File: config.mk
export PLATFORM = sky130hd
export DESIGN_NAME = shift_pipe
export DESIGN_NICKNAME = d
export VERILOG_FILES = /design/src/rtl/shift_pkg.sv /design/src/rtl/shift_level.sv /design/src/rtl/shift_pipe.sv
export SDC_FILE = /design/constraint.sdc
export NUM_CORES = 1
export LEC_CHECK = 0
export ABC_AREA = 0
export BUFFER_PORTS_ARGS = -buffer_cell sky130_fd_sc_hd__buf_2
export CAP_MARGIN = 40
export CORE_UTILIZATION = 58
export CTS_CLUSTER_SIZE = 12
export DETAILED_ROUTE_END_ITERATION = 10
export PLACE_DENSITY_LB_ADDON = 0.1
export SYNTH_ARGS = -nofsm -noshare
export SYNTH_HDL_FRONTEND = slang
export SYNTH_HIERARCHICAL = 1
export SYNTH_SLANG_ARGS = --single-unit
File: constraint.sdc
create_clock -name clk -period 5.46 [get_ports clk]
set_input_delay 0 -clock clk [delete_from_list [all_inputs] [get_ports clk]]
set_output_delay 0 -clock clk [all_outputs]
set_load 0.02 [all_outputs]
File: src/rtl/shift_pkg.sv
// Shared encodings and helpers for the pipelined barrel shifter.
package shift_pkg;

  localparam int OP_W      = 3;
  localparam int DEF_WIDTH = 32;

  typedef enum logic [OP_W-1:0] {
    OP_SLL = 3'b000,
    OP_SRL = 3'b001,
    OP_SRA = 3'b010,
    OP_ROL = 3'b011,
    OP_ROR = 3'b100
  } op_e;

  function automatic logic op_rsvd(input logic [OP_W-1:0] op);
    return op > OP_ROR;
  endfunction

  // First level handled by stage s; earlier stages absorb the remainder.
  function automatic int lvl_first(input int s, input int lvls, input int stages);
    int base;
    int rem;
    base = lvls / stages;
    rem  = lvls % stages;
    return s * base + ((s < rem) ? s : rem);
  endfunction

endpackage

File: src/rtl/shift_level.sv
// One combinational barrel level: moves data by 2^LVL when en is set.
module shift_level
  import shift_pkg::*;
#(
  parameter int WIDTH = DEF_WIDTH,
  parameter int LVL   = 0
) (
  input  logic [WIDTH-1:0] d,
  input  logic [OP_W-1:0]  op,
  input  logic             en,
  input  logic             sign,
  output logic [WIDTH-1:0] q
);

  localparam int SH = 1 << LVL;

  logic [WIDTH-1:0] top_mask;
  assign top_mask = ~({WIDTH{1'b1}} >> SH);

  always_comb begin
    q = d;
    if (en) begin
      case (op)
        OP_SLL:  q = d << SH;
        OP_SRL:  q = d >> SH;
        OP_SRA:  q = (d >> SH) | (sign ? top_mask : '0);
        OP_ROL:  q = (d << SH) | (d >> (WIDTH - SH));
        OP_ROR:  q = (d >> SH) | (d << (WIDTH - SH));
        default: q = d;
      endcase
    end
  end

endmodule

File: src/rtl/shift_pipe.sv
// Logarithmic shifter/rotator split over STAGES registered stages with a
// single global stall; the last stage applies out-of-range saturation.
module shift_pipe
  import shift_pkg::*;
#(
  parameter int WIDTH  = DEF_WIDTH,
  parameter int STAGES = 2
) (
  input  logic             clk,
  input  logic             rst_n,
  input  logic             in_valid,
  output logic             in_ready,
  input  logic [WIDTH-1:0] A,
  input  logic [WIDTH-1:0] B,
  input  logic [OP_W-1:0]  op,
  output logic             out_valid,
  input  logic             out_ready,
  output logic [WIDTH-1:0] out,
  output logic             out_err
);

  localparam int LVLS = $clog2(WIDTH);

  logic [STAGES-1:0]            vld_pipe, nxt_vld;
  logic [STAGES-1:0][WIDTH-1:0] r_d, nxt_d;
  logic [STAGES-1:0][OP_W-1:0]  r_op, nxt_op;
  logic [STAGES-1:0][LVLS-1:0]  r_b, nxt_b;
  logic [STAGES-1:0]            r_sg, nxt_sg;
  logic [STAGES-1:0]            r_oob, nxt_oob;
  logic                         adv;

  assign adv      = !(vld_pipe[STAGES-1] && !out_ready);
  assign in_ready = rst_n && adv;

  for (genvar s = 0; s < STAGES; s++) begin : g_stg
    localparam int LO = lvl_first(s, LVLS, STAGES);
    localparam int HI = lvl_first(s + 1, LVLS, STAGES);
    localparam int NL = HI - LO;

    logic [WIDTH-1:0]      sd;
    logic [OP_W-1:0]       sop;
    logic [LVLS-1:0]       sb;
    logic                  ssg, soob, sv;
    logic [NL:0][WIDTH-1:0] chain;

    if (s == 0) begin : g_src
      assign sd   = A;
      assign sop  = op;
      assign sb   = B[LVLS-1:0];
      assign ssg  = A[WIDTH-1];
      assign soob = |B[WIDTH-1:LVLS];
      assign sv   = in_valid;
    end else begin : g_src
      assign sd   = r_d[s-1];
      assign sop  = r_op[s-1];
      assign sb   = r_b[s-1];
      assign ssg  = r_sg[s-1];
      assign soob = r_oob[s-1];
      assign sv   = vld_pipe[s-1];
    end

    assign chain[0] = sd;
    for (genvar j = 0; j < NL; j++) begin : g_lvl
      shift_level #(.WIDTH(WIDTH), .LVL(LO + j)) u_lvl (
        .d    (chain[j]),
        .op   (sop),
        .en   (sb[LO+j]),
        .sign (ssg),
        .q    (chain[j+1])
      );
    end

    // Saturate/fill for shift amounts beyond the width; rotates ignore it.
    if (s == STAGES - 1) begin : g_fill
      logic [WIDTH-1:0] fd;
      always_comb begin
        fd = chain[NL];
        if (soob) begin
          case (sop)
            OP_SLL, OP_SRL: fd = '0;
            OP_SRA:         fd = {WIDTH{ssg}};
            default:        fd = chain[NL];
          endcase
        end
      end
      assign nxt_d[s] = fd;
    end else begin : g_fill
      assign nxt_d[s] = chain[NL];
    end

    assign nxt_vld[s] = sv;
    assign nxt_op[s]  = sop;
    assign nxt_b[s]   = sb;
    assign nxt_sg[s]  = ssg;
    assign nxt_oob[s] = soob;
  end

  always_ff @(posedge clk) begin
    if (!rst_n) begin
      vld_pipe <= '0;
      r_d      <= '0;
      r_op     <= '0;
      r_b      <= '0;
      r_sg     <= '0;
      r_oob    <= '0;
    end else if (adv) begin
      vld_pipe <= nxt_vld;
      r_d      <= nxt_d;
      r_op     <= nxt_op;
      r_b      <= nxt_b;
      r_sg     <= nxt_sg;
      r_oob    <= nxt_oob;
    end
  end

  assign out_valid = vld_pipe[STAGES-1];
  assign out       = r_d[STAGES-1];
  assign out_err   = op_rsvd(r_op[STAGES-1]);

  // Control fields of the final stage (and spent amount bits) have no reader.
  logic unused_ok;
  assign unused_ok = ^{r_b, r_sg, r_oob};

endmodule

; Yosys cells after proc, flatten, opt, wreduce, memory -nomap -nowiden
; Cells that the tools add are included.
[classes]
magnitude_cmp = 1
eq_ne = 8
n_mux = 17
bitwise_logic = 14
n_reduce_logical = 9
[op_table]
columns = operator, count
row1 = one-hot mux 32 bit (5 select lines), 4
row2 = 2-to-1 mux 32 bit, 11
row3 = one-hot mux 32 bit (4 select lines), 1
row4 = OR 24 x 32 -> 32 bit, 2
row5 = OR 28 x 32 -> 32 bit, 2
row6 = OR 30 x 32 -> 32 bit, 2
row7 = OR 31 x 32 -> 32 bit, 2
row8 = one-hot mux 32 bit (2 select lines), 1
row9 = OR 16 x 32 -> 32 bit, 1
row10 = OR 32 x 1 -> 32 bit, 1
row11 = OR 32 x 16 -> 32 bit, 1
row12 = OR 32 x 2 -> 32 bit, 1
row13 = OR 32 x 4 -> 32 bit, 1
row14 = OR 32 x 8 -> 32 bit, 1
row15 = OR reduction 27 bit, 1
row16 = equality test 3 x 2 -> 1 bit (second input constant), 4
row17 = equality test 3 x 1 -> 1 bit (second input constant), 2
row18 = equality test 3 bit (second input constant), 2
row19 = logical NOT 3 bit, 2
row20 = OR reduction 2 bit, 2
row21 = > comparator 3 bit (second input constant), 1
row22 = logical AND 1 bit, 2
row23 = logical NOT 1 bit, 2
[word_totals]
reg_bits = 79
output_inout_bits = 35
wordCells = 57

; Depth between registers and ports, before layout
[logic_depth]
word_depth = 10
depth_mapped = 13
depth_no_buf = 10

; By module
; Netlist, hierarchy kept.
[by_module_without_submodules]
columns = module, n_inst, cells_per_inst, area_each_um2
row1 = shift_pipe, 1, 316, 3064.2
row2 = shift_level at g_stg[0].g_lvl[0].u_lvl, 1, 171, 1119.8
row3 = shift_level at g_stg[1].g_lvl[0].u_lvl, 1, 161, 1109.8
row4 = shift_level at g_stg[0].g_lvl[2].u_lvl, 1, 163, 1097.3
row5 = shift_level at g_stg[0].g_lvl[1].u_lvl, 1, 164, 1087.3
row6 = shift_level at g_stg[1].g_lvl[1].u_lvl, 1, 79, 679.4

; Least setup slack after synthesis
; No wires, ideal clock.
[synth_timing]
path_kind = reg2reg
from = reg r_op (netlist bit g_stg[1].sop[2])
to = reg r_d (netlist bit out[12])
setup_ps = 119
arrival_ps = 2056
required_ps = 5341
path_slack_ps = 3286
path_stages_with_launch = 10
path_buffers = 2
period_less_slack_ps = 2174
cell_sequence = dfxtp_1 -> buf_6 -> buf_4 -> mux2_2 -> a22oi_1 -> a31oi_1 -> nor2b_1 -> mux2_4 -> a21boi_0 -> o221a_1
[synth_lines]
columns = item, line_no
row1 = start: declaration, shift_pipe.sv:26  ; logic [STAGES-1:0][OP_W-1:0] r_op, nxt_op;
row2 = start signal: assignment, shift_pipe.sv:109  ; r_op <= nxt_op;
row3 = end signal: assignment, shift_pipe.sv:108  ; r_d <= nxt_d;
row4 = end: declaration, shift_pipe.sv:25  ; logic [STAGES-1:0][WIDTH-1:0] r_d, nxt_d;

==> key figures <==
Status
  – Status: completed

Job
  – Maxcap violations: 0

Critical path
  – CP Max Fanout: 37
  – CP max-delay cell: and2_1
  – Reg-to-reg endpoint: out[5]$_SDFFE_PN0N_
  – Worst EP arrival: 3.20 ns
  – R2R depth: 9
  – WP data required: roughly 5.7 ns
  – CP peak stage delay: roughly 0.71 ns
  – Reg2reg start: g_stg[1].sop[1]$_SDFFE_PN0N_
  – Crit path buffers/inverters: 2
  – Crit start category: register
  – Cell-by-cell trace of the critical path: buf_4 > o21ai_2 > buf_4 > and2_1 > a31oi_1 > and2b_1 > mux2_4 > a21boi_0 > o221a_1
  – Most common cell on crit path: buf_4
  – R2R Setup Slk: between 2 and 2.5 ns
  – Setup Crit Path Kind: register to register
  – Endpoint class of the critical path: register
  – Crit path max-delay family: simple AND/OR/NAND/NOR gates

Power
  – Gate power share: 39.9%
  – Reg power frac: 32.1%
  – VDD IR max: 162 µV
  – Cell internal pwr: 1300 µW
  – Sw frac: between 30% and 40%
  – NetSw: 785 µW
  – Lkg Pwr: 0.00300 µW
  – PwrDens: between 200 and 250 nW/µm²
  – Clock power share: between 20% and 30%

STA
  – Tmin final: 2.97 ns
  – Max frequency: 336 MHz
  – Measured slew at the worst slew-check pin: 0.828 ns
  – Final Hold Viols: 0
  – RSZ-0062 raised after global routing: no
  – Setup ws final: 2.49 ns
  – # setup viols final: 0
  – Fin crit share: 54.5%
  – Setup_tns: 0 ns
  – Max-slew violation count: 0
  – Hold_ws: between 0.015 and 0.02 ns
  – Slew headroom: 44.8%
  – Layout Skew: 0.00875 ns

Synth
  – Syn avg cell area: between 7 and 8 µm²
  – Post-synthesis instance total: 1054
  – EDFF count, synth: 0
  – Yosys warning total: 6
  – Netlist cell types: 49
  – Post-synthesis sequential area ratio: a little under a fifth
  – FFs w/ async S/R, synth: 0%
  – Main flop type after synthesis: dfxtp_1
  – Yosys reg bits: 76
  – Net count after synthesis: about 1100
  – Mapped cell area: 8160 µm²

Final layout
  – Commonest non-fill, non-tap cell in the layout: a31oi_1
  – Design area: 8690 µm²
  – Most frequent cells in the layout: 128 x a31oi_1, 127 x a21oi_1, 112 x o211ai_1
  – Final net count: roughly 1100
  – Layout cells sized above 1: 18.4%
  – Final Util: 64.6%
  – # diodes: 0
  – Area grow syn2layout: 6.53%

Global route
  – Largest net degree at the start of global routing: 90
  – GRT Util Overall: between 30% and 40%
  – Vias in the first global route: 7497
  – Grt ovf: 0
  – First-pass GRT wire length: 39.6 mm
  – Initial antenna violation count: 0

Placed design
  – Setup WS pre-CTS: around 2.3 ns
  – Placed cell area: 8360 µm²
  – DP Wirelength: about 17 mm
  – Port buffer count: 105
  – RD Place Congestion: 0.961

Clock tree
  – Clock Path Buffers: 2
  – Setup Fix Bufs, Post-CTS: 0
  – Post-CTS sizing: 0
  – TritonCTS Sinks: 76
  – Num CTS Buffers: 9
  – CTS tree: yes
  – CTS H-tree lvls: 3
  – Clock Latency Late Sink: 0.34 ns
  – Worst-path clk slew: about 0.060 ns
  – Root cell of the clock tree: clkbuf_16

Route
  – DR DRC count: 0
  – Vias: 8683
  – Via/cell ratio: 7.03
  – Starting DRT DRC Count: roughly 1100
  – Pre-antenna DRT Iters: 6
  – Routed WL per cell: 20.0 µm
  – Routed WL: 24.7 mm
  – Antenna viol nets, final: 0

Worst hold path
  – Min-Delay Path Class: input port to register
  – HP Start: B[31]
  – WHS Endpoint: r_oob[0]$_SDFFE_PN0N_
  – Worst Hold Depth: 4

Floorplan
  – Initial Utilization: 60.6%
  – FP Rows: 42
  – Die width: 121 µm
  – Die Area: around 15000 µm²
  – Die Y: 121 µm
  – Core Footprint: 13500 µm²
  – Num ports: 106
-- power by group through the flow --
stage	clock (µW)	combinational [µW]	sequential [µW]
finish	584	832	668
floorplan	0	610	690
CTS	592	816	666
global placement	0	781	680
detailed placement	0	811	679
global route	611	905	674
-- final cells by class --
type / instances / area [µm²]
Clock buffer: 9 / 225
Clock inverter: 6 / 63.8
Fill cell: 1233 / 4760
Inverter: 2 / 7.51
Multi-Input combinational cell: 832 / 5780
Sequential cell: 76 / 1520
Tap cell: 176 / 220
Timing Repair Buffer: 135 / 872
-- cells by family after synthesis --
| logic type | Yosys count | synth area share [%] |
|---|---|---|
| buffers and inverters | 146 | 10.6 |
| and+or+nand+nor | 253 | 18.2 |
| AOI/OAI and AO/OA | 540 | 45.5 |
| muxes | 31 | 4.92 |
| DFF | 76 | 18.7 |
| xor gates and xnor gates | 8 | 2.15 |
-- per-stage QoR --
stage,instances,total power [µW]
after floorplan,1054,1300
after global placement,1206,1460
after detailed placement,1217,1490
after CTS,1236,2070
after global routing,1236,2190
final,1236,2080
-- worst max-delay path by stage --
stage,startpoint,end,slack (ns),depth (start not counted)
floorplan,g_stg[1].sop[2]$_SDFFE_PN0N_,out[12]$_SDFFE_PN0N_,3.29,9
global placement,op[0],g_stg[1].sd[30]$_SDFFE_PN0N_,1.93,9
detailed placement,op[2],g_stg[1].sd[30]$_SDFFE_PN0N_,2.28,12
CTS,g_stg[1].sop[1]$_SDFFE_PN0N_,out[5]$_SDFFE_PN0N_,2.52,9
global route,op[2],g_stg[1].sd[29]$_SDFFE_PN0N_,2.26,12
finish,g_stg[1].sop[1]$_SDFFE_PN0N_,out[5]$_SDFFE_PN0N_,2.49,9
-- state kept, by name, summed over array words and instances, names as in the netlist --
register   cells
vld_pipe       2
r_sg           1
r_op           3
g_stg.sd      32
r_oob          1
g_stg.sop      3
out           32
g_stg.sb       2
-- timing repair --
item	4_1_cts	5_1_grt
setup endpoints to repair	0	0
hold buffers	4	0
hold endpoints to repair	4	0
-- routing by layer --
metal / routed length [µm] / global-route usage, % / vias up
li1: - / - / 4102
met1: 10500 / 44.1 / 4056
met2: 11700 / 55.6 / 466
met3: 1780 / 4.62 / 59
met4: 705 / 11.4 / 0
met5: 0 / 0 / -
-- worst reg2reg max path: stages (launching register included) --
cell,delay (ns)
dfxtp_1,0.29
buf_4,0.26
o21ai_2,0.19
buf_4,0.32
and2_1,0.72
a31oi_1,0.21
and2b_1,0.22
mux2_4,0.24
a21boi_0,0.14
o221a_1,0.26
-- synthesized netlist by cell type (11+ instances only) --
cell / instances / area share (%)
a31oi_1: 128 / 9.8
a21oi_1: 127 / 7.8
o211ai_1: 112 / 10
nand2_1: 100 / 4.6
nand3b_1: 99 / 9.1
dfxtp_1: 76 / 19
clkbuf_1: 53 / 2.4
buf_2: 47 / 2.9
a21boi_1: 42 / 3.9
o221a_1: 33 / 4.6
a21boi_0: 32 / 2.9
buf_6: 24 / 3.3
buf_4: 20 / 1.8
nor2b_1: 17 / 1.3
a2bb2oi_1: 16 / 1.7
o21ai_0: 16 / 0.98
a22oi_1: 14 / 1.3
mux2_4: 14 / 2.6
mux2_2: 11 / 1.5
Power figures use the tool's default switching activity.
